==> src/rtl/crc32_stream.sv <==
// Multi-byte-per-beat reflected CRC-32 engine with start/last framing,
// partial last beat via keep, and a result held until acknowledged.
module crc32_stream #(
   parameter int          DATA_BYTES = 4,
   parameter logic [31:0] POLY_REFL  = 32'hEDB88320,
   parameter logic [31:0] CRC_INIT   = 32'hFFFFFFFF,
   parameter logic [31:0] XOR_OUT    = 32'hFFFFFFFF
) (
   input  logic                    clk,
   input  logic                    rst,
   input  logic                    crc32_valid_in,
   output logic                    crc32_ready_out,
   input  logic                    crc32_start_in,
   input  logic                    crc32_last_in,
   input  logic [DATA_BYTES-1:0]   crc32_keep_in,
   input  logic [8*DATA_BYTES-1:0] crc32_in,
   output logic                    crc32_valid_out,
   output logic [31:0]             crc32_out,
   input  logic                    crc32_ack_in,
   output logic                    crc32_err_out
);

   localparam int DATA_W = 8 * DATA_BYTES;
   localparam int CNT_W  = $clog2(DATA_BYTES + 1);

   typedef enum logic {IDLE, RUN} state_t;

   state_t           state_q;
   logic [31:0]      crc_q;
   logic             accept;
   logic             fold_en;
   logic             frame_err;
   logic [CNT_W-1:0] nbytes;
   logic [31:0]      crc_base;
   logic [31:0]      crc_next;

   // Bytes ascending from byte 0, bits LSB-first within each byte.
   function automatic logic [31:0] crc_fold(input logic [31:0]      crc,
                                            input logic [DATA_W-1:0] data,
                                            input logic [CNT_W-1:0]  cnt);
      logic [31:0] c;
      c = crc;
      for (int i = 0; i < DATA_BYTES; i++) begin
         if (i < int'(cnt)) begin
            c = c ^ {24'd0, data[8*i +: 8]};
            for (int b = 0; b < 8; b++)
               c = c[0] ? ((c >> 1) ^ POLY_REFL) : (c >> 1);
         end
      end
      return c;
   endfunction

   function automatic logic [CNT_W-1:0] keep_count(input logic [DATA_BYTES-1:0] keep);
      int  n;
      logic run;
      n   = 0;
      run = 1'b1;
      for (int i = 0; i < DATA_BYTES; i++) begin
         if (run && keep[i]) n++;
         else run = 1'b0;
      end
      return CNT_W'(n);
   endfunction

   // A set bit above the first clear bit marks a non-contiguous mask.
   function automatic logic keep_gap(input logic [DATA_BYTES-1:0] keep);
      logic seen_zero;
      logic gap;
      seen_zero = 1'b0;
      gap       = 1'b0;
      for (int i = 0; i < DATA_BYTES; i++) begin
         if (!keep[i]) seen_zero = 1'b1;
         else if (seen_zero) gap = 1'b1;
      end
      return gap;
   endfunction

   assign crc32_ready_out = !crc32_valid_out || crc32_ack_in;

   always_comb begin
      accept    = crc32_valid_in && crc32_ready_out;
      fold_en   = accept && (crc32_start_in || (state_q == RUN));
      frame_err = accept && ((!crc32_start_in && (state_q == IDLE)) ||
                             (crc32_start_in && (state_q == RUN)) ||
                             (crc32_last_in && keep_gap(crc32_keep_in)));
      nbytes    = crc32_last_in ? keep_count(crc32_keep_in) : CNT_W'(DATA_BYTES);
      crc_base  = crc32_start_in ? CRC_INIT : crc_q;
      crc_next  = crc_fold(crc_base, crc32_in, nbytes);
   end

   always_ff @(posedge clk or posedge rst) begin
      if (rst) begin
         state_q         <= IDLE;
         crc_q           <= CRC_INIT;
         crc32_out       <= '0;
         crc32_valid_out <= 1'b0;
         crc32_err_out   <= 1'b0;
      end else begin
         crc32_err_out <= frame_err;
         if (fold_en) begin
            crc_q   <= crc_next;
            state_q <= crc32_last_in ? IDLE : RUN;
         end
         // A finalise on the ack edge replaces the old result and keeps valid high.
         if (fold_en && crc32_last_in) begin
            crc32_out       <= crc_next ^ XOR_OUT;
            crc32_valid_out <= 1'b1;
         end else if (crc32_ack_in && crc32_valid_out) begin
            crc32_valid_out <= 1'b0;
         end
      end
   end

endmodule

==> config.mk <==
export PLATFORM = sky130hd
export DESIGN_NAME = crc32_stream
export DESIGN_NICKNAME = d
export VERILOG_FILES = /design/src/rtl/crc32_stream.sv
export SDC_FILE = /design/constraint.sdc
export NUM_CORES = 1
export LEC_CHECK = 0
export CORE_ASPECT_RATIO = 1.75
export CORE_MARGIN = 2
export CORE_UTILIZATION = 50
export CTS_CLUSTER_SIZE = 16
export DETAILED_ROUTE_END_ITERATION = 12
export DONT_BUFFER_PORTS = 1
export PLACE_DENSITY = 0.71
export SYNTH_ARGS = -nofsm -noshare
export SYNTH_HDL_FRONTEND = slang
export SYNTH_SLANG_ARGS = --single-unit
==> constraint.sdc <==
create_clock -name clk -period 5 [get_ports clk]
set_clock_uncertainty 0.15 [all_clocks]
set_input_delay 0.75 -clock clk [delete_from_list [all_inputs] [get_ports clk]]
set_output_delay 0.75 -clock clk [all_outputs]
set_load 0.005 [all_outputs]
### Word level (Yosys, flattened, before mapping)

Cells that the tools add are included.

* register bits after elaboration: 67
* input bits: 42

* $add $sub $neg: 3
* $lt $le $gt $ge: 4
* muxes and demuxes: 56
* bitwise operators: 38
* reduce and logical (&&, ||, !) cells: 18

Operator list (count)
* $mux W32: 37
* $not A13 Y14: 32
* $xor A32 B8 Y32: 4
* $not A32 Y32: 1
* $mux W1: 15
* $mux W3: 4
* $logic_and A1 B1 Y1: 11
* $add A3 B2 Y3 const B: 2
* $lt A1 B3 Y1 const A: 2
* $lt A2 B3 Y1 const A: 2
* $logic_or A1 B1 Y1: 4
* $add A1 B1 Y2 const B: 1
* $logic_not A1 Y1: 2
* $reduce_bool A2 Y1: 1
* $not A1 Y1: 1

### Depth between registers and ports, before layout

* depth after elaboration: 74
* gate-level depth with buffers: 22
* gate-level depth less buffers: 18

### Worst setup path before layout

OpenSTA, ideal clock, no wires.

* path type: in2reg
* start: input crc32_in[5]
* end: register crc_q[26]
* data arrival time: 5.229 ns
* required time: 4.771 ns
* setup slack: -0.458 ns
* stages on the path: 15
* cell sequence: clkbuf_1 -> or3_1 -> a211o_1 -> a31oi_4 -> xnor2_1 -> xnor3_1 -> o21a_1 -> xnor3_1 -> xor3_1 -> a21oi_2 -> xor3_1 -> xnor3_1 -> xnor3_1 -> or2_1 -> a22o_1

* cells in the longest elaborated chain, start to end: 49
* elaborated cells on any way between the ends: 63
* classes of those cells: mux (36); bitwise (27)

RTL lines
* start: declaration: line 16 `input logic [8*DATA_BYTES-1:0] crc32_in,`
* $xor A32 B8 Y32 *: line 45 `c = c ^ {24'd0, data[8*i +: 8]};`
* $mux W32 * (6 in a row): line 47 `c = c[0] ? ((c >> 1) ^ POLY_REFL) : (c >> 1);`
* $not A13 Y14 (no source line)
* $mux W32 * (2 in a row): line 47
* $mux W32 *: line 44 `if (i < int'(cnt)) begin`
* $xor A32 B8 Y32 or $mux W32 (tied branches): line 45, 44
* $mux W32, or another cell as far along: line 47
* $mux W32: line 47
* [26 not listed]
* $mux W32: line 47
* $not A13 Y14 (no source line) or $mux W32 (tied branches)
* $mux W32 (2 in a row): line 47
* $not A13 Y14 (no source line) or $mux W32 (tied branches)
* $mux W32: line 47
* $not A13 Y14 (no source line)
* $mux W32: line 47
* $mux W32 *: line 44
* end signal: assignment: line 101 `crc_q <= crc_next;`
* end: declaration: line 29 `logic [31:0] crc_q;`

Every way passes the cells marked *; elsewhere a longest branch is shown, timed or not.
A chain may end at the register's enable or synchronous reset.

### Worst setup path after layout

* start: register crc_q[0]
* end: register crc32_out[7]

* cells in the longest elaborated chain, start to end: 53
* elaborated cells on any way between the ends: 68
* classes of those cells: mux (37); bitwise (31)

RTL lines
* $mux W32 *: line 87 `crc_base = crc32_start_in ? CRC_INIT : crc_q;`
* $xor A32 B8 Y32: line 45
* $mux W32 (2 in a row): line 47
* $mux W32 or $not A13 Y14 (tied branches)
* $not A13 Y14 (no source line) or $mux W32 (tied branches)
* $mux W32 or $not A13 Y14 (tied branches)
* $mux W32 (2 in a row): line 47
* $mux W32 or $not A13 Y14 (tied branches)
* [32 not listed]
* $mux W32 or $not A13 Y14 (tied branches)
* $mux W32 (3 in a row): line 47
* $not A13 Y14 (no source line) or $mux W32 (tied branches)
* $mux W32: line 47
* $not A13 Y14 (no source line) or $mux W32 (tied branches)
* $mux W32 (2 in a row): line 47
* $mux W32 *: line 44
* $not A32 Y32 (no source line) *
* end signal: assignment: line 106 `crc32_out <= crc_next ^ XOR_OUT;`
* end: declaration: line 18 `output logic [31:0] crc32_out,`

Marked as above.

==> results by stage <==
Layout:
- After the last flow step, the layout net total stands at 1315.
- The multi-input combinational cells in the finished layout cover a total of 0.00839 mm2.
- The final cell count without fillers is 1510.
- The repair_antennas step left the layout with diodes totalling 0.
- The growth of design area from synthesis to finish is 42.5%.
- After routing the design area is 0.0132 mm2.
- In the final layout, the share of cells above drive strength 1 is 44.1%.
- Across the whole layout, storage elements account for 0.00172 mm2.
- The layout has 1260 filler cells.

Yosys:
- The most common flop cell mapped by yosys is sky130_fd_sc_hd__dfrtp_1.
- The average size of a mapped cell is 8.94 um2.
- Yosys printed 0 warnings.
- The mapped netlist covers 0.00924 mm2.
- Yosys mapped the design onto 88 distinct sky130hd cell types.
- The number of register bits inferred by synthesis is 67.
- The number of flops mapped to enable cells by yosys is 0.
- The count of mapped cells out of synthesis is 1033.
- The register area share after synthesis is 18.6%.
- Counting every net in the synthesized netlist gives 1077.
- The async set-reset flop share out of synthesis is 100%.

Place:
- The congestion estimate from routability-driven global placement came to 1.03.
- Once detailed placement completed, the half-perimeter wirelength came to 27700 um.
- Summing all placed instances gives a cell area of 0.0113 mm2.
- The count of input and output buffers is 0.
- The cell count after placement is 1438.

Setup path:
- The type of origin of the critical path is a register.
- The signal on the critical path passes through xor3_1, or3_4, a31oi_4, buf_6, xnor2_4, buf_6, a21o_1, a211oi_1, o31a_1, a21oi_1, o21a_1, o31ai_4, xnor3_2, xnor2_4, buf_6, buf_6, xor2_1, nand2_1, a22o_1.
- The capturing point of the worst reg2reg path is crc32_out[7].
- Along the worst path, the maximum fanout reaches 5.
- Counting cells, the worst reg-to-reg path comes to 19.
- The required time reported for the critical path endpoint is 5.07 ns.
- The most critical setup path has its startpoint at crc_q[0].
- The worst setup path is captured at a register.
- The category of the critical setup timing path is register to register.
- The minimum setup slack among reg-to-reg paths is -0.28 ns.
- The kind of cell adding the most delay to the critical path is compound AO/OA/AOI/OAI gates.
- The largest incremental delay on the critical path is 0.55 ns.
- Data arrives at the worst endpoint at 5.35 ns.
- The most repeated library cell on the critical path is sky130_fd_sc_hd__buf_6.
- The beginning of the worst register-to-register path is crc_q[0].
- The slowest stage of the critical path belongs to the cell sky130_fd_sc_hd__dfstp_2.
- The worst path buffer plus inverter count is 4.

Timing:
- Setup repair after global routing could not meet its margin everywhere.
- The hold violation count in the final report is 0.
- The summed negative setup slack over all endpoints is -8.51 ns.
- The worst-margin pin slew is 1.23 ns.
- Setup violations remaining at the end of the flow were counted as 56.
- Across all hold checks on the routed design, the worst slack comes to 0.349 ns.
- The worst slew margin relative to its limit is 18.2%.
- The worst path uses 106% of the clock period.
- The maximum clock frequency is 0.189 GHz.
- The smallest clock period supported by the final layout is computed as 5.28 ns.
- The max-slew violation count was 0.
- The final worst setup slack is -0.284 ns.

Die:
- The count of boundary I/O pins is 77.
- The die outline height is 184 um.
- The number of rows in the core area is 65.
- The die area is 0.0196 mm2.
- The core region is 0.0181 mm2.
- The effective utilization at floorplan is 51.2%.
- The die is 107 um wide.

Outcome:
- The checks that failed: setup timing.
- The run finished, with violations left.

GRT:
- The wire length of the first global-routing pass is 52900 um.
- The total global-route track usage is 36.5%.
- The number of global-route vias before repair is 9047.
- Entering global routing, the biggest net connects 86 pins.
- The initial antenna violation count is 0.
- Global routing finished with a remaining overflow of 0.

Clock tree:
- No sink is reached through more buffers than the 2 on the longest clock path.
- The count of hold-fix buffers inserted at cts is 0.
- The H-tree was split into 3 levels.
- The clock-pin slew of the registers on the worst-case setup and hold paths is 0.06 ns.
- The tree is rooted in a sky130_fd_sc_hd__clkbuf_16.
- The number of buffers created by CTS is 9.
- The clock latency reported for the late side of the worst-skew pair is 0.34 ns.
- The clock tree from TritonCTS is built.
- The clock net in this run drives a total of 67 sinks.

Route:
- The count of nets left with antenna violations once routing finished came out at 0.
- In the routed design, unresolved DRC markers number 0.
- After detailed routing, the average wire length per cell comes to 25.1 um.
- The first detailed-routing pass took 5 iterations.
- The number of DRC markers after the initial detailed-route iteration is 658.
- The mean number of vias per cell is 6.22.
- The detailed router placed 9389 vias in this run.
- The final layout contains routed wiring with a total length of 37900 um.

Hold path:
- The sink of the worst hold path is crc_q[8].
- The worst hold path was traced through 2 stages.
- The worst hold path belongs to the class register to register.
- The hold path startpoint is crc_q[8].

Flow run:
- The tool flagged a number of max-cap violations equal to 0.
## synth_stat cells (all sizes together) (7+ instances only)
master	number	area, um2
dfrtp	35	876
nor3	32	171
or3	13	86.3
xor2	57	563
a31oi	15	154
a22o	8	70.1
o211ai	10	75.1
xnor3	52	1170
a21oi	74	389
clkbuf	42	158
nand3	13	65.1
a211o	9	78.8
buf	27	155
o21ai	71	370
and2	9	56.3
a2111oi	7	125
xor3	14	333
inv	8	30.0
mux2i	29	290
nand2	85	334
mux2	18	203
nand4	7	58.8
dfstp	32	841
or2	7	43.8
o21a	14	105
a211oi	10	80.1
xnor2	121	1140
nor2	126	478
## cell type report
class	count	area share, %
multi-input cells	889	63.7
repair buffers	296	18.5
flip-flops and latches	67	13.0
well taps	234	2.22
clock buffers	9	1.71
clock inverters	7	0.580
inverters	8	0.228
## worst register-to-register path, delay by kind of cell (launching register included)
kind,cells,cell delay [ns]
DFF,1,0.55
xor gates and xnor gates,5,1.46
buffers and inverters,4,0.62
and+or+nand+nor,2,0.51
AOI/OAI and AO/OA,8,1.88
## kinds of logic (layout without fill, tap and decap cells)
group | after synthesis | count (layout) | synth area share (%)
simple gates | 323 | 323 | 16.3
fa+ha+maj | 2 | 2 | 0.271
xor+xnor | 244 | 244 | 34.7
buf+inv | 77 | 320 | 3.71
flops | 67 | 67 | 18.6
mux | 47 | 47 | 5.34
compound gates | 273 | 273 | 21.1
## layer usage
metal / vias to the layer above / track usage, % / part of all wire [%]
li1: 4150 / - / -
met1: 4591 / 37.7 / 33
met2: 459 / 63.3 / 50
met3: 189 / 5.92 / 6.3
met4: 0 / 31.1 / 11
met5: - / 0 / 0
## layout by cell type (no fill, tap or decap), types with 6 or more instances in the layout
cell	n
sky130_fd_sc_hd__xor2_1	41
sky130_fd_sc_hd__nor3_1	25
sky130_fd_sc_hd__a2111oi_4	6
sky130_fd_sc_hd__a22o_1	8
sky130_fd_sc_hd__o21ai_2	11
sky130_fd_sc_hd__inv_1	6
sky130_fd_sc_hd__xnor2_1	82
sky130_fd_sc_hd__mux2_2	12
sky130_fd_sc_hd__buf_4	255
sky130_fd_sc_hd__or3_1	9
sky130_fd_sc_hd__o21a_1	12
sky130_fd_sc_hd__buf_6	33
sky130_fd_sc_hd__nand4_1	6
sky130_fd_sc_hd__a21oi_2	16
sky130_fd_sc_hd__xor2_4	6
sky130_fd_sc_hd__xnor3_2	12
sky130_fd_sc_hd__o21ai_0	47
sky130_fd_sc_hd__dfrtp_1	35
sky130_fd_sc_hd__xor2_2	10
sky130_fd_sc_hd__nand2_2	7
sky130_fd_sc_hd__xnor3_1	40
sky130_fd_sc_hd__a31oi_1	6
sky130_fd_sc_hd__xnor2_4	22
sky130_fd_sc_hd__xor3_1	13
sky130_fd_sc_hd__o211ai_1	10
sky130_fd_sc_hd__xnor2_2	17
sky130_fd_sc_hd__and2_1	7
sky130_fd_sc_hd__buf_12	6
sky130_fd_sc_hd__mux2i_1	23
sky130_fd_sc_hd__mux2_4	6
sky130_fd_sc_hd__nand3_1	11
sky130_fd_sc_hd__clkbuf_16	9
sky130_fd_sc_hd__nand2_1	76
sky130_fd_sc_hd__a211oi_1	6
sky130_fd_sc_hd__dfstp_2	32
sky130_fd_sc_hd__a21oi_1	53
sky130_fd_sc_hd__nor2_1	118
sky130_fd_sc_hd__a211o_1	9
sky130_fd_sc_hd__o21ai_1	8
## worst max path at each step
| stage | endpoint | cells after the start |
|---|---|---|
| floorplan | crc_q[26] | 18 |
| global placement | crc32_out[3] | 16 |
| detailed placement | crc32_out[3] | 15 |
| CTS | crc_q[26] | 15 |
| global route | crc32_out[4] | 17 |
| finish | crc32_out[7] | 19 |
## stage by stage
stage	util (%)	setup slack, ns
2_1_floorplan	-	-0.227
3_3_place_gp	62.6	-0.514
3_5_place_dp	62.6	-0.520
4_1_cts	68.5	-0.158
5_1_grt	72.9	-0.338
6_report	72.9	-0.284
## what timing repair did
action,CTS,global route
endpoints found under the setup margin,61,63
buffers inserted,28,36
pin swaps,49,70
resized for setup,106,107
hold endpoints to repair,0,0
## state kept, by name, indices dropped and copies added, names as in the netlist
register	count
crc32_out	32
crc_q	32
crc32_err_out	1
crc32_valid_out	1
state_q	1
Power is not shown: default switching activity piles up to over one toggle a cycle in this logic, so the estimate is an artifact.
